### src/rtl/mcp_pkg.sv
// mcp_pkg: shared definitions for the multicycle accumulator array.
//   - mcp_state_t : FSM state encoding (IDLE/BUSY/HOLD)
//   - cnt_width() : width of the multicycle down-counter for a given factor
package mcp_pkg;

   typedef enum logic [1:0] {
      IDLE = 2'd0,
      BUSY = 2'd1,
      HOLD = 2'd2
   } mcp_state_t;

   // Counter must hold CYCLES-1; never narrower than one bit so CYCLES=1
   // still yields a legal (always-zero) counter.
   function automatic int cnt_width(input int cycles);
      int w;
      w = $clog2(cycles);
      return (w < 1) ? 1 : w;
   endfunction

endpackage

### src/rtl/mcp_lane.sv
// mcp_lane: one WIDTH-bit accumulator lane.
//   clk1        : clock, all state on posedge
//   rst         : synchronous active-high reset
//   launch_en   : load launch_data into the launch register
//   capture_en  : capture launch + feedback into sum/carry/feedback regs
//   fb_clr      : when high the adder uses 0 instead of the feedback value
//   launch_data : lane operand
//   sum_data    : captured sum (mod 2^WIDTH)
//   sum_carry   : carry-out of the captured add
// The adder between launch_reg/fb_reg and the capture registers is the
// multicycle path; its inputs only change on launch/capture edges.
module mcp_lane #(
   parameter int WIDTH = 8
) (
   input  logic             clk1,
   input  logic             rst,
   input  logic             launch_en,
   input  logic             capture_en,
   input  logic             fb_clr,
   input  logic [WIDTH-1:0] launch_data,
   output logic [WIDTH-1:0] sum_data,
   output logic             sum_carry
);

   logic [WIDTH-1:0] launch_reg;
   logic [WIDTH-1:0] fb_reg;
   logic [WIDTH-1:0] sum_reg;
   logic             carry_reg;
   logic [WIDTH-1:0] addend;
   logic [WIDTH:0]   add_full;

   assign addend   = fb_clr ? '0 : fb_reg;
   assign add_full = {1'b0, launch_reg} + {1'b0, addend};

   always_ff @(posedge clk1) begin
      if (rst) begin
         launch_reg <= '0;
         fb_reg     <= '0;
         sum_reg    <= '0;
         carry_reg  <= 1'b0;
      end else begin
         if (launch_en) begin
            launch_reg <= launch_data;
         end
         if (capture_en) begin
            sum_reg   <= add_full[WIDTH-1:0];
            carry_reg <= add_full[WIDTH];
            fb_reg    <= add_full[WIDTH-1:0];
         end
      end
   end

   assign sum_data  = sum_reg;
   assign sum_carry = carry_reg;

endmodule

### src/rtl/mcp_accum_array.sv
// mcp_accum_array: CHANNELS independent WIDTH-bit accumulators whose adders
// form a multicycle path of exactly CYCLES clock periods.
//   clk1       : clock, all state on posedge
//   rst        : synchronous active-high reset
//   in_valid   : producer offers an operand vector
//   in_ready   : block accepts an operand (IDLE only)
//   in_data    : operands, lane c at [c*WIDTH +: WIDTH]
//   in_clr     : with the accepted operand, use feedback 0 for that op
//   out_valid  : result available (HOLD)
//   out_ready  : consumer accepts the result
//   out_data   : captured sums, same lane packing
//   out_carry  : per-lane carry-out
//   mc_launch  : registered launch enable (timing -through point)
//   mc_capture : registered capture enable
// Launch edge = accept edge; capture edge is CYCLES edges later.
module mcp_accum_array
   import mcp_pkg::*;
#(
   parameter int WIDTH    = 8,
   parameter int CHANNELS = 4,
   parameter int CYCLES   = 3
) (
   input  logic                      clk1,
   input  logic                      rst,
   input  logic                      in_valid,
   output logic                      in_ready,
   input  logic [CHANNELS*WIDTH-1:0] in_data,
   input  logic                      in_clr,
   output logic                      out_valid,
   input  logic                      out_ready,
   output logic [CHANNELS*WIDTH-1:0] out_data,
   output logic [CHANNELS-1:0]       out_carry,
   output logic                      mc_launch,
   output logic                      mc_capture
);

   localparam int            CW       = cnt_width(CYCLES);
   localparam logic [CW-1:0] CNT_LOAD = CW'(CYCLES - 1);

   mcp_state_t    state_reg, state_next;
   logic [CW-1:0] cnt_reg, cnt_next;
   logic          fb_sel_reg;
   logic          out_valid_reg;
   logic          mc_launch_reg;
   logic          mc_capture_reg;
   logic          launch_en;
   logic          capture_en;

   // State, counter and observation registers
   always_ff @(posedge clk1) begin
      if (rst) begin
         state_reg      <= IDLE;
         cnt_reg        <= '0;
         fb_sel_reg     <= 1'b0;
         out_valid_reg  <= 1'b0;
         mc_launch_reg  <= 1'b0;
         mc_capture_reg <= 1'b0;
      end else begin
         state_reg      <= state_next;
         cnt_reg        <= cnt_next;
         if (launch_en) begin
            fb_sel_reg <= in_clr;
         end
         out_valid_reg  <= (state_next == HOLD);
         mc_launch_reg  <= launch_en;
         mc_capture_reg <= capture_en;
      end
   end

   // Next-state and counter
   always_comb begin
      state_next = state_reg;
      cnt_next   = cnt_reg;
      case (state_reg)
         IDLE: begin
            if (in_valid) begin
               state_next = BUSY;
               cnt_next   = CNT_LOAD;
            end
         end
         BUSY: begin
            if (cnt_reg == '0) begin
               state_next = HOLD;
            end else begin
               cnt_next = cnt_reg - CW'(1);
            end
         end
         HOLD: begin
            if (out_ready) begin
               state_next = IDLE;
            end
         end
         default: state_next = IDLE;
      endcase
   end

   // Outputs / enables decoded from state
   always_comb begin
      in_ready   = (state_reg == IDLE);
      launch_en  = (state_reg == IDLE) && in_valid;
      capture_en = (state_reg == BUSY) && (cnt_reg == '0);
   end

   assign out_valid  = out_valid_reg;
   assign mc_launch  = mc_launch_reg;
   assign mc_capture = mc_capture_reg;

   for (genvar gi = 0; gi < CHANNELS; gi++) begin : g_lane
      mcp_lane #(
         .WIDTH(WIDTH)
      ) u_lane (
         .clk1       (clk1),
         .rst        (rst),
         .launch_en  (launch_en),
         .capture_en (capture_en),
         .fb_clr     (fb_sel_reg),
         .launch_data(in_data[gi*WIDTH +: WIDTH]),
         .sum_data   (out_data[gi*WIDTH +: WIDTH]),
         .sum_carry  (out_carry[gi])
      );
   end

endmodule

### config.mk
export PLATFORM = sky130hd
export DESIGN_NAME = mcp_accum_array
export DESIGN_NICKNAME = d
export VERILOG_FILES = /design/src/rtl/mcp_pkg.sv /design/src/rtl/mcp_lane.sv /design/src/rtl/mcp_accum_array.sv
export SDC_FILE = /design/constraint.sdc
export NUM_CORES = 1
export LEC_CHECK = 0
export ABC_AREA = 0
export CAP_MARGIN = 10
export CORE_MARGIN = 2
export CORE_UTILIZATION = 53
export CTS_BUF_LIST = sky130_fd_sc_hd__clkbuf_4 sky130_fd_sc_hd__clkbuf_8 sky130_fd_sc_hd__clkbuf_16
export CTS_CLUSTER_DIAMETER = 40
export DETAILED_ROUTE_END_ITERATION = 7
export GPL_TIMING_DRIVEN = 0
export PLACE_DENSITY = 0.8
export SLEW_MARGIN = 20
export SYNTH_ARGS = -nofsm -noshare
export SYNTH_HDL_FRONTEND = slang
export SYNTH_SLANG_ARGS = --single-unit
### constraint.sdc
create_clock -name clk1 -period 2.9 [get_ports clk1]
set_input_delay 0.435 -clock clk1 [delete_from_list [all_inputs] [get_ports clk1]]
set_output_delay 0.435 -clock clk1 [all_outputs]
set_load 0.02 [all_outputs]
==> summary.md, run 1 <==
| Metric | Value |
|---|---|
| Clk root buf | `clkbuf_8` |
| Register area share after synthesis | `0.346` |
| Die area | `0.00905 mm²` |
| DIE HEIGHT | `95.1 µm` |
| IO Pins | `77` |
| Antenna diodes | `0` |
| Pwr/cell area | `459 mW/mm²` |
| Final clock period utilization by the worst path | `0.954` |
| Setup TNS | `0 ns` |
| Synth warn | `0` |
| Global placement routability congestion | `0.919` |
| Synth Register Bits | `76` |
| CP Buf/Inv Count | `1` |
| Initial core utilization | `0.541` |
| Register area | `0.00152 mm²` |
| Endpoints failing hold | `0` |
| Htree depth | `3` |
| Cell taking the most area after synthesis | `dfxtp_1` |
| DRT iter0 DRCs | `between 200 and 300` |
| Status | `completed` |
| Slowest stage cell, crit path | `clkbuf_1` |
| Largest fanout on the critical path | `10` |
| Routed Antenna Nets | `0` |
| Mean post-synth cell area | `8.16 µm²` |
| DIE WIDTH | `95.1 µm` |
| Clk slew on worst S/H paths | `around 0.08 ns` |
| Total track usage | `0.282` |
| Most frequent cells in the layout | `nand2_1, dfxtp_1, clkdlybuf4s50_1, a21oi_1, nor2b_1` |
| Area Overhead vs Synth | `25.0%` |
| HP Class | `reg -> reg` |
| Max-slew headroom | `0.469` |
| Pre-antenna DRT Iters | `5` |
| Via density per instance | `5.90` |
| Cts hold-fix bufs | `0` |
| CP Data Arrival Time | `2.97 ns` |
| Core footprint | `0.00813 mm²` |
| Synth Instances | `between 500 and 600` |
| CP Class | `reg -> reg` |
| Final Max Tran Viols | `0` |
| RSZ-0062 raised after global routing | `no` |
| Vias in the first global route | `4108` |
| Crit path launch type | `flop` |
| HPWL Detailed | `8640 µm` |
| Final wirelength | `approximately 12000 µm` |
| Row cnt | `33` |
| Max reg flops | `32` |
| Fmax | `between 0.3 and 0.4 GHz` |
| CTS buffer count | `9` |
| Fill count | `688` |
| Endpoints failing setup | `0` |
| Clock share of power | `0.336` |
| Family with the most delay on the worst path | `compound AO/OA/AOI/OAI gates` |
| Multi-input logic area | `0.00264 mm²` |
| Fin crit period | `2.77 ns` |
| Drt drc | `0` |
| Power Total | `2.53 mW` |
| Power Internal | `1.78 mW` |
| Max Buffers Root-to-Sink | `2` |
| First-pass GRT wire length | `19800 µm` |
| Peak supply drop | `0.000265 V` |
| Routed vias | `4342` |
| Worst Max-Slew Pin Slew | `0.793 ns` |
| Post-CTS setup buffer count | `0` |
| Top cells by area, synth | `dfxtp_1, ha_1, nand2_1, a21oi_1, nor2b_1` |
| Max Cap Viol | `0` |
| Layout net count | `700` |
| Largest net degree at the start of global routing | `13` |
| Post_cts resized | `0` |
| Clock Skew | `0.00644 ns` |
| Number of I/O port buffers | `76` |
| CP max stage delay | `approximately 0.52 ns` |
| Psw | `approximately 750 µW` |
| Routed wire per std cell | `between 15 and 20 µm` |
| Reg power frac | `0.453` |
| Yosys cell types | `40` |
| Layout cells sized above 1 | `0.0681` |
| Lkg Pwr | `2.15 nW` |
| Post-synth top area share | `0.346` |
| Sw Ratio | `0.296` |
| Synthesized cell area | `0.00440 mm²` |
| CP dominant cell by count | `o22ai_1` |
| Mapped Nets | `just over 600` |
| CTS tree | `done` |
| Clk sinks | `76` |
| CP Cell Sequence | `clkbuf_1 -> nor2b_1 -> ha_1 -> fa_1 -> a211oi_1 -> nor2_1 -> o22ai_1 -> o22ai_1` |
| Commonest non-fill, non-tap cell in the layout | `nand2_1` |
| Comb pwr share | `0.211` |
| CP Data Required Time | `around 3.1 ns` |
| Antenna violations before repair | `0` |
| Critical Path Sink Type | `flop` |
| Worst-skew pair later-pin latency | `0.36 ns` |
| Global route overflow | `0` |
## synth_stat cells (all sizes together)
cell / instances
a31oi: 4
nor2: 24
a211oi: 13
nor2b: 36
nand3b: 5
ha: 33
mux2i: 5
a311o: 4
nand2: 101
inv: 8
o311ai: 7
o22ai: 8
o21ai: 19
o2bb2ai: 8
nand3: 12
buf: 20
a21oi: 60
or3: 5
dfxtp: 76
nor4b: 8
xnor2: 4
o21a: 4
o211ai: 9
nor3: 22
and2: 1
or4b: 4
or4: 3
nor3b: 1
a31o: 4
o21bai: 4
fa: 4
and4bb: 1
clkbuf: 18
o32a: 4
## metal layers
metal,up-vias,routed length [µm],track usage
li1,2116,-,-
met1,2019,5390,0.361
met5,-,0,0
met3,37,740,0.0514
met4,0,350,0.122
met2,170,5690,0.464
## worst paths after layout
kind / from / end / slack, ns / depth (start not counted)
setup / recovery: fb_sel_reg / g_lane[3].u_lane.sum_carry / 0.13 / 8
hold / removal: g_lane[0].u_lane.launch_reg[2] / g_lane[0].u_lane.launch_reg[2] / 0.46 / 2
setup reg to reg: fb_sel_reg / g_lane[3].u_lane.sum_carry / 0.13 / 8
hold reg to reg: g_lane[0].u_lane.launch_reg[2] / g_lane[0].u_lane.launch_reg[2] / 0.46 / 2
## power by group through the flow
stage	combinational (mW)	clock, mW	sequential (mW)
after floorplan	0.308	0	1.18
after global placement	0.512	0	1.17
after detailed placement	0.525	0	1.17
after CTS	0.529	0.851	1.14
after global routing	0.586	0.892	1.15
final	0.533	0.848	1.14
## area by class of cell
cell class,instances,share of cell area
Buffer,38,0.0387
Clock buffer,12,0.0289
Clock inverter,4,0.00865
Inverter,8,0.00546
Sequential cell,76,0.277
Tap cell,105,0.0239
Multi-Input combinational cell,417,0.479
Timing Repair Buffer,76,0.138
## per-stage QoR
step | setup slack, ns | std cells | utilization | hold slack [ns] | cell area (µm²)
CTS | 0.191 | 736 | 0.676 | 0.464 | 5500
detailed placement | 0.288 | 720 | 0.651 | 0.452 | 5290
global placement | 0.344 | 720 | 0.651 | 0.451 | 5290
finish | 0.135 | 736 | 0.676 | 0.462 | 5500
floorplan | 0.823 | 539 | - | 0.441 | 4400
global route | 0.00178 | 736 | 0.676 | 0.482 | 5500
## logic make-up after synthesis
family | synth area share
AO/OA/AOI/OAI | 0.214
XOR/XNOR | 0.00796
adder cells (fa/ha/maj) | 0.112
buffers and inverters | 0.0552
flip-flops | 0.346
multiplexers | 0.0114
AND/OR/NAND/NOR | 0.254
## worst reg2reg max path: cells and delay by family (launching register included)
family,cells,cell delay (ns)
adders and majority gates,2,0.67
DFF,1,0.49
and+or+nand+nor,2,0.21
buffers and inverters,1,0.53
AOI/OAI and AO/OA,3,0.70
Note: power is estimated with default switching activity, not from simulation.
==> run 2, diff against run 1 <==
Settings changed: CTS_CLUSTER_SIZE set to 28.
==> results of run 2 <==
No change in the layout: final DEF, timing and power equal those of run 1.
==> run 3, diff against run 2 <==
Settings changed: SLEW_MARGIN 20 to 5.
==> results of run 3 <==
No change in the layout: final DEF, timing and power equal those of run 1.
